==> src/rtl/image_conv_zero_sat.sv <==
// Zero-point add and requantisation clamp for the convolution output path.
// Two-stage valid/ready pipeline (add, clamp) with a saturating clamp-event counter.
module image_conv_zero_sat #(
    parameter int unsigned PICTURE_NUM     = 1,
    parameter int unsigned CHANNEL_OUT_NUM = 8,
    parameter int unsigned IN_W            = 16,
    parameter int unsigned OUT_W           = 8,
    parameter int unsigned ZP_W            = 8,
    parameter int unsigned CNT_W           = 16
) (
    input  logic                                        clk,
    input  logic                                        rst_n,
    input  logic [PICTURE_NUM*CHANNEL_OUT_NUM*IN_W-1:0]  shift_data_in,
    input  logic [ZP_W-1:0]                             zero_data_in,
    input  logic                                        mode_in,
    input  logic                                        valid_in,
    output logic                                        ready_in,
    output logic [PICTURE_NUM*CHANNEL_OUT_NUM*OUT_W-1:0] data_out,
    output logic                                        valid_out,
    input  logic                                        ready_out,
    input  logic                                        clr_cnt,
    output logic [CNT_W-1:0]                            sat_cnt
);

    localparam int unsigned N     = PICTURE_NUM * CHANNEL_OUT_NUM;
    localparam int unsigned SUM_W = IN_W + 1;

    localparam logic signed [SUM_W-1:0] U_MAX = SUM_W'((2 ** OUT_W) - 1);
    localparam logic signed [SUM_W-1:0] S_MAX = SUM_W'((2 ** (OUT_W - 1)) - 1);
    localparam logic signed [SUM_W-1:0] S_MIN = ~S_MAX;

    logic                   en_c;
    logic                   s1_valid_q, s1_valid_d;
    logic                   s1_mode_q,  s1_mode_d;
    logic [N*SUM_W-1:0]     s1_sum_q,   s1_sum_d;
    logic                   valid_out_q, valid_out_d;
    logic [N*OUT_W-1:0]     data_out_q,  data_out_d;
    logic                   s2_sat_q,    s2_sat_d;
    logic [CNT_W-1:0]       sat_cnt_q,   sat_cnt_d;

    logic [N*OUT_W-1:0]     clamp_data_c;
    logic                   clamp_sat_c;
    logic signed [SUM_W-1:0] sum_c;
    logic [OUT_W-1:0]       lane_c;
    logic                   lane_sat_c;

    // Whole pipeline moves together unless the output register is full and blocked.
    assign en_c     = !valid_out_q || ready_out;
    assign ready_in = en_c;

    always_comb begin : s1_comb
        s1_valid_d = s1_valid_q;
        s1_mode_d  = s1_mode_q;
        s1_sum_d   = s1_sum_q;
        if (en_c) begin
            s1_valid_d = valid_in;
            if (valid_in) begin
                s1_mode_d = mode_in;
                for (int unsigned l = 0; l < N; l++) begin
                    s1_sum_d[l*SUM_W +: SUM_W] =
                        {shift_data_in[l*IN_W+IN_W-1], shift_data_in[l*IN_W +: IN_W]} +
                        {{(SUM_W-ZP_W){1'b0}}, zero_data_in};
                end
            end
        end
    end

    always_comb begin : clamp_comb
        clamp_data_c = '0;
        clamp_sat_c  = 1'b0;
        sum_c        = '0;
        lane_c       = '0;
        lane_sat_c   = 1'b0;
        for (int unsigned l = 0; l < N; l++) begin
            sum_c      = s1_sum_q[l*SUM_W +: SUM_W];
            lane_c     = sum_c[OUT_W-1:0];
            lane_sat_c = 1'b0;
            if (!s1_mode_q) begin
                if (sum_c[SUM_W-1]) begin
                    lane_c     = '0;
                    lane_sat_c = 1'b1;
                end else if (sum_c > U_MAX) begin
                    lane_c     = '1;
                    lane_sat_c = 1'b1;
                end
            end else begin
                if (sum_c < S_MIN) begin
                    lane_c     = {1'b1, {(OUT_W-1){1'b0}}};
                    lane_sat_c = 1'b1;
                end else if (sum_c > S_MAX) begin
                    lane_c     = {1'b0, {(OUT_W-1){1'b1}}};
                    lane_sat_c = 1'b1;
                end
            end
            clamp_data_c[l*OUT_W +: OUT_W] = lane_c;
            clamp_sat_c = clamp_sat_c | lane_sat_c;
        end
    end

    always_comb begin : s2_comb
        valid_out_d = valid_out_q;
        data_out_d  = data_out_q;
        s2_sat_d    = s2_sat_q;
        if (en_c) begin
            valid_out_d = s1_valid_q;
            if (s1_valid_q) begin
                data_out_d = clamp_data_c;
                s2_sat_d   = clamp_sat_c;
            end
        end
    end

    // Clear has priority over a same-cycle increment; counter sticks at all ones.
    always_comb begin : cnt_comb
        sat_cnt_d = sat_cnt_q;
        if (clr_cnt) begin
            sat_cnt_d = '0;
        end else if (valid_out_q && ready_out && s2_sat_q && (sat_cnt_q != '1)) begin
            sat_cnt_d = sat_cnt_q + CNT_W'(1);
        end
    end

    always_ff @(posedge clk or negedge rst_n) begin
        if (!rst_n) begin
            s1_valid_q  <= 1'b0;
            s1_mode_q   <= 1'b0;
            s1_sum_q    <= '0;
            valid_out_q <= 1'b0;
            data_out_q  <= '0;
            s2_sat_q    <= 1'b0;
            sat_cnt_q   <= '0;
        end else begin
            s1_valid_q  <= s1_valid_d;
            s1_mode_q   <= s1_mode_d;
            s1_sum_q    <= s1_sum_d;
            valid_out_q <= valid_out_d;
            data_out_q  <= data_out_d;
            s2_sat_q    <= s2_sat_d;
            sat_cnt_q   <= sat_cnt_d;
        end
    end

    assign valid_out = valid_out_q;
    assign data_out  = data_out_q;
    assign sat_cnt   = sat_cnt_q;

endmodule

==> config.mk <==
export PLATFORM = sky130hd
export DESIGN_NAME = image_conv_zero_sat
export DESIGN_NICKNAME = d
export VERILOG_FILES = /design/src/rtl/image_conv_zero_sat.sv
export SDC_FILE = /design/constraint.sdc
export NUM_CORES = 1
export LEC_CHECK = 0
export ABC_AREA = 1
export CORE_MARGIN = 3
export CORE_UTILIZATION = 45
export CTS_CLUSTER_SIZE = 8
export DETAILED_ROUTE_END_ITERATION = 12
export PLACE_DENSITY = 0.77
export SETUP_SLACK_MARGIN = 0.15
export SLEW_MARGIN = 15
export SYNTH_ARGS = -nofsm -noshare
export SYNTH_HDL_FRONTEND = slang
export SYNTH_SLANG_ARGS = --single-unit
==> constraint.sdc <==
create_clock -name clk -period 2 [get_ports clk]
set_clock_uncertainty 0.2 [all_clocks]
set_input_delay 0.4 -clock clk [delete_from_list [all_inputs] [get_ports clk]]
set_output_delay 0.4 -clock clk [all_outputs]
set_load 0.02 [all_outputs]
# == Word-level counts from Yosys, hierarchy flattened ==
# Cells that the tools add are included.
# classes
add_sub_neg,9
n_lt_le_gt_ge,24
eq_ne,1
mux,82
n_bitwise,7
reduce_logical,8
# op_table
operator,n
2-to-1 mux 8 bit,40
adder 16 x 9 -> 17 bit,8
> comparator 17 x 8 -> 1 bit (second input constant),8
> comparator 17 x 9 -> 1 bit (second input constant),8
less-than comparator 17 x 8 -> 1 bit (second input constant),8
2-to-1 mux 1 bit,40
2-to-1 mux 16 bit,2
adder 16 x 1 -> 16 bit (second input constant),1
inequality test 16 bit (second input constant),1
bitwise OR 1 bit,7
AND reduction 2 bit,2
logical AND 1 bit,3
nonzero test 2 bit,1
logical NOT 1 bit,1
logical OR 1 bit,1
# totals
regBits,220
input_bits,142
out_inout_bits,82
word_cells,138

# == Depth between registers and ports, before layout ==
# Gate-level depths: netlist of run 1.
# logic_depth
word_depth,11
depth_mapped,13
ltp_nobuf,13

# == Worst setup path after synthesis of run 1 ==
# OpenSTA, ideal clock, no wires.
# synth_path
kind,input port to flip-flop
start,input port zero_data_in[1]
end,register s1_sum_q[114]
arrival_time_ps,1869
setup_slack_ps,-185
path_stages,11
path_buffers,0
path_cell_list,inv_1 fa_1 nand3b_1 nand2_1 nand3_1 a21oi_2 nand2_1 nand2_1 o21ai_0 nand2_1 nand2_1
# synth_via
elab_chain_cells,1
# synth_lines
item,line,text
start: declaration,14,"input logic [ZP_W-1:0] zero_data_in,"
adder 16 x 9 -> 17 bit,61,"{shift_data_in[l*IN_W+IN_W-1], shift_data_in[l*IN_W +: IN_W]} +"
end signal: assignment,135,s1_sum_q <= s1_sum_d;
end: declaration,35,"logic [N*SUM_W-1:0] s1_sum_q, s1_sum_d;"
# No other way between the ends.
# A chain may end at the register's enable or synchronous reset.

# == Worst setup path in the final report of run 1 ==
# layout_path
start,input port ready_out
end,output port ready_in
# layout_via
elab_chain_cells,1
# layout_lines
item,line,text
start: declaration,20,"input logic ready_out,"
logical OR 1 bit,48,assign en_c = !valid_out_q || ready_out;
end: declaration,17,"output logic ready_in,"
# No other way between the ends.

==> results.md, run 1 <==
* Run status: finished clean
* Peak Freq at 508 MHz
* Overall die height at 186 um
* Clock root buffer: sky130_fd_sc_hd__clkbuf_16
* Path depth of the worst reg2reg path at 10
* Util after Layout at 0.678
* Number of maximum-capacitance violations at 0
* Via count of the routed design at 16,000
* Launching instance or port of the critical path: ready_out
* Parity-gate share of the synthesized area counting xor and xnor cells at 0.0259
* Worst Tran Pin Value at 483 ps
* Die Area at 34,400 um^2
* Total routing usage reported by global routing at 0.277
* Required arrival time at the worst endpoint at 1400 ps
* FFs w/ async S/R, synth at 1.00
* Synthesis-stage register bit count at 220
* Critical R2R Launch: s1_sum_q[96]
* Avg WL per Cell at 17.1 um
* Relative max-transition margin at 0.678
* Cell Rows at 65
* Final Routed Wirelength at 50.4 mm
* Startpoint kind of the worst setup timing path: primary input
* Capture point of the worst reg-to-reg path: s2_sat_q
* Static Leak at 10.3 nW
* Pre-antenna DRT Iters at 6
* Syn Inst Count at 2,050
* End point of the critical path: ready_in
* DRT iter0 DRCs at 1,518
* Complex-gate fraction of the synthesized area at 0.158
* Warnings from Yosys at 0
* Final setup vio count at 0
* Critical path endpoint category: primary output
* FF-to-FF setup slack at 170 ps
* Die boundary width at 186 um
* Starting density of the core at 0.459
* Worst Setup Slack post-DPL at -942 ps
* Data arrival time of the critical path at 1370 ps
* Clock net sink count at 220
* Final hold viol count at 0
* Global placer's final weighted congestion at 0.924
* Setup Crit Path Kind: in2out
* Primary flip-flop cell chosen by synthesis mapping: sky130_fd_sc_hd__dfrtp_1
* DRT antenna net count at 0
* Worst hold-check path type: in2reg
* Global-route wire length before repair at 76.5 mm
* CTS tree: done
* Final total power at 17.5 mW
* Net count after synthesis at 2,265
* Final critical-path share of the clock period at 0.985
* Number of global-route vias before repair at 15,200
* Power per unit of standard cell area at 816 nW/um^2
* Layout Area Growth over Synthesis at 47.8%
* Clock insertion delay at the later pin of the skew report at 560 ps
* Layout cells sized above 1 at 0.264
* Combinational family with the most area after synthesis: simple AND/OR/NAND/NOR gates
* I/O pin count at 224
* Largest net degree at the start of global routing at 55
* Via/cell ratio at 5.42
* Simple-gate share of the synthesized area at 0.290
* Count of buffers inserted at the top-level ports at 223
* Most common cell after layout, fill and taps aside: sky130_fd_sc_hd__nand2_1
* Syn avg cell area at 7.08 um^2
* Final-layout worst hold slack at 45.6 ps
* Synth unique cells at 47
* Setup repair after global routing missed its margin: true
* Synthesized area at 14,500 um^2
* EDFF count, synth at 0
* Multiplexer area fraction after synthesis at 0
* Max FO, Critical Path at 2
* Number of nets in the finished design at 2,755
* H-tree depth reported by CTS at 1
* Hold path cells at 4
* CORE AREA at 31,600 um^2
* Max IR drop VDD at 0.632 mV
* DRC violation count after routing at 0
* Worst-case clock buffer depth at 3
* Post-detailed-placement half-perimeter wirelength at 36.5 mm
* Minimum setup slack in the final design at 30.9 ps
* Number of max-slew violations in the final report at 0
* Number of antenna violations at the first check in global routing at 2
* Minimum clock period at 1970 ps
* Number of buffers inserted during clock tree synthesis at 31
* Seq/Total Area, Yosys at 0.379
* Post-Synth Adder-Cell Area at 0.0671
* Leading cell types in the layout, fill and taps excluded: 499 x sky130_fd_sc_hd__nand2_1, 249 x sky130_fd_sc_hd__buf_4, 235 x sky130_fd_sc_hd__nor2_1
* GRT Residual Overflow at 0
* Clock slew at reported path FFs at 50 ps
[kinds of logic (layout without fill, tap and decap cells)]
group / Yosys count / in the layout
buf+inv: 289 / 781
xor+xnor: 43 / 43
fa+ha+maj: 73 / 73
other cells: 0 / 3
compound gates: 422 / 422
simple gates: 1003 / 1003
flops: 220 / 220
[synthesized netlist by cell type (3+ instances only)]
cell type | count | area [um^2]
sky130_fd_sc_hd__nand2_1 | 538 | 2020
sky130_fd_sc_hd__nor2_1 | 249 | 935
sky130_fd_sc_hd__inv_1 | 235 | 882
sky130_fd_sc_hd__dfrtp_1 | 220 | 5510
sky130_fd_sc_hd__a21oi_1 | 182 | 911
sky130_fd_sc_hd__o21ai_0 | 136 | 681
sky130_fd_sc_hd__nand3_1 | 123 | 616
sky130_fd_sc_hd__ha_1 | 65 | 813
sky130_fd_sc_hd__o21ai_1 | 30 | 150
sky130_fd_sc_hd__buf_2 | 28 | 140
sky130_fd_sc_hd__nand4_1 | 22 | 138
sky130_fd_sc_hd__xnor2_1 | 22 | 193
sky130_fd_sc_hd__xor2_1 | 21 | 184
sky130_fd_sc_hd__nor3_1 | 17 | 85.1
sky130_fd_sc_hd__clkbuf_1 | 16 | 60.1
sky130_fd_sc_hd__a31oi_1 | 15 | 93.8
sky130_fd_sc_hd__o22ai_1 | 12 | 75.1
sky130_fd_sc_hd__o21bai_1 | 10 | 75.1
sky130_fd_sc_hd__a21o_1 | 9 | 67.6
sky130_fd_sc_hd__a21oi_2 | 9 | 78.8
sky130_fd_sc_hd__fa_1 | 8 | 160
sky130_fd_sc_hd__nor2_2 | 8 | 50.1
sky130_fd_sc_hd__or2_2 | 8 | 50.1
sky130_fd_sc_hd__inv_2 | 7 | 26.3
sky130_fd_sc_hd__nand3b_1 | 7 | 52.6
sky130_fd_sc_hd__nand2_2 | 6 | 37.5
sky130_fd_sc_hd__nand3_2 | 5 | 50.1
sky130_fd_sc_hd__nor2_4 | 5 | 56.3
sky130_fd_sc_hd__o21a_1 | 5 | 37.5
sky130_fd_sc_hd__or2_1 | 4 | 25.0
sky130_fd_sc_hd__a31o_2 | 3 | 26.3
sky130_fd_sc_hd__nor3_2 | 3 | 30.0
sky130_fd_sc_hd__o21ai_2 | 3 | 26.3
sky130_fd_sc_hd__o31ai_1 | 3 | 22.5
[worst min-delay path by stage]
stage,startpoint,endpoint,slack (ps)
global placement,rst_n,data_out[18],170
finish,shift_data_in[96],s1_sum_q[102],50
floorplan,rst_n,data_out[0],-100
CTS,zero_data_in[0],s1_sum_q[102],80
detailed placement,rst_n,data_out[18],170
global route,shift_data_in[96],s1_sum_q[102],80
[power breakdown]
part           switching (mW)  internal, mW
registers               0.824          5.51
logic                    3.74          2.79
clock network            1.90          2.74
[critical path: stages]
cell and delay [ps]:
sky130_fd_sc_hd__clkdlybuf4s50_1 490, sky130_fd_sc_hd__nor2_4 200, sky130_fd_sc_hd__inv_4 40, sky130_fd_sc_hd__buf_6 110
sky130_fd_sc_hd__buf_6 120
[sequential cells by signal, summed over array words and instances, names as in the netlist]
name	count
s1_sum_q	136
data_out	64
sat_cnt	16
s1_mode_q	1
s1_valid_q	1
s2_sat_q	1
valid_out	1
[layer usage]
metal | track usage | share of wire
met1 | 0.366 | 0.42
met5 | 0 | 0
met2 | 0.461 | 0.48
met3 | 0.0371 | 0.066
met4 | 0.116 | 0.038
[timing repair]
action	CTS	global route
gates resized for setup	335	228
setup buffers	20	29
hold endpoints to repair	168	0
setup endpoints to repair	245	168
pin swaps	38	84
hold buffers	1	0
[metrics by stage]
step           setup TNS, ps  std cells  instance area (um^2)
3_5_place_dp          -90800       2859                 19200
3_3_place_gp          -83660       2859                 19200
6_report                   0       2947                 21500
4_1_cts                    0       2915                 20600
2_1_floorplan           -469       2050                 14700
5_1_grt                    0       2946                 21400
[layout make-up]
class | instances | area (um^2)
well taps | 402 | 503
clock buffers | 34 | 797
multi-input cells | 1541 | 9160
diodes | 3 | 7.51
inverters | 242 | 925
clock inverters | 1 | 8.76
repair buffers | 504 | 4540
flip-flops and latches | 220 | 5510
fillers | 2461 | 10200
(Power assumes the default switching activity.)
==> run 2, diff against run 1 <==
--- a/config.mk
+++ b/config.mk
@@ -12,7 +12,6 @@
 export DETAILED_ROUTE_END_ITERATION = 12
 export PLACE_DENSITY = 0.77
 export SETUP_SLACK_MARGIN = 0.15
-export SLEW_MARGIN = 15
 export SYNTH_ARGS = -nofsm -noshare
 export SYNTH_HDL_FRONTEND = slang
 export SYNTH_SLANG_ARGS = --single-unit
==> results of run 2 <==
The final DEF is identical to that of run 1; final timing and power are the same.
==> run 3, diff against run 2 <==
--- a/config.mk
+++ b/config.mk
@@ -6,6 +6,7 @@
 export NUM_CORES = 1
 export LEC_CHECK = 0
 export ABC_AREA = 1
+export CAP_MARGIN = 20
 export CORE_MARGIN = 3
 export CORE_UTILIZATION = 45
 export CTS_CLUSTER_SIZE = 8
==> results of run 3 <==
The final DEF is identical to that of run 1; final timing and power are the same.
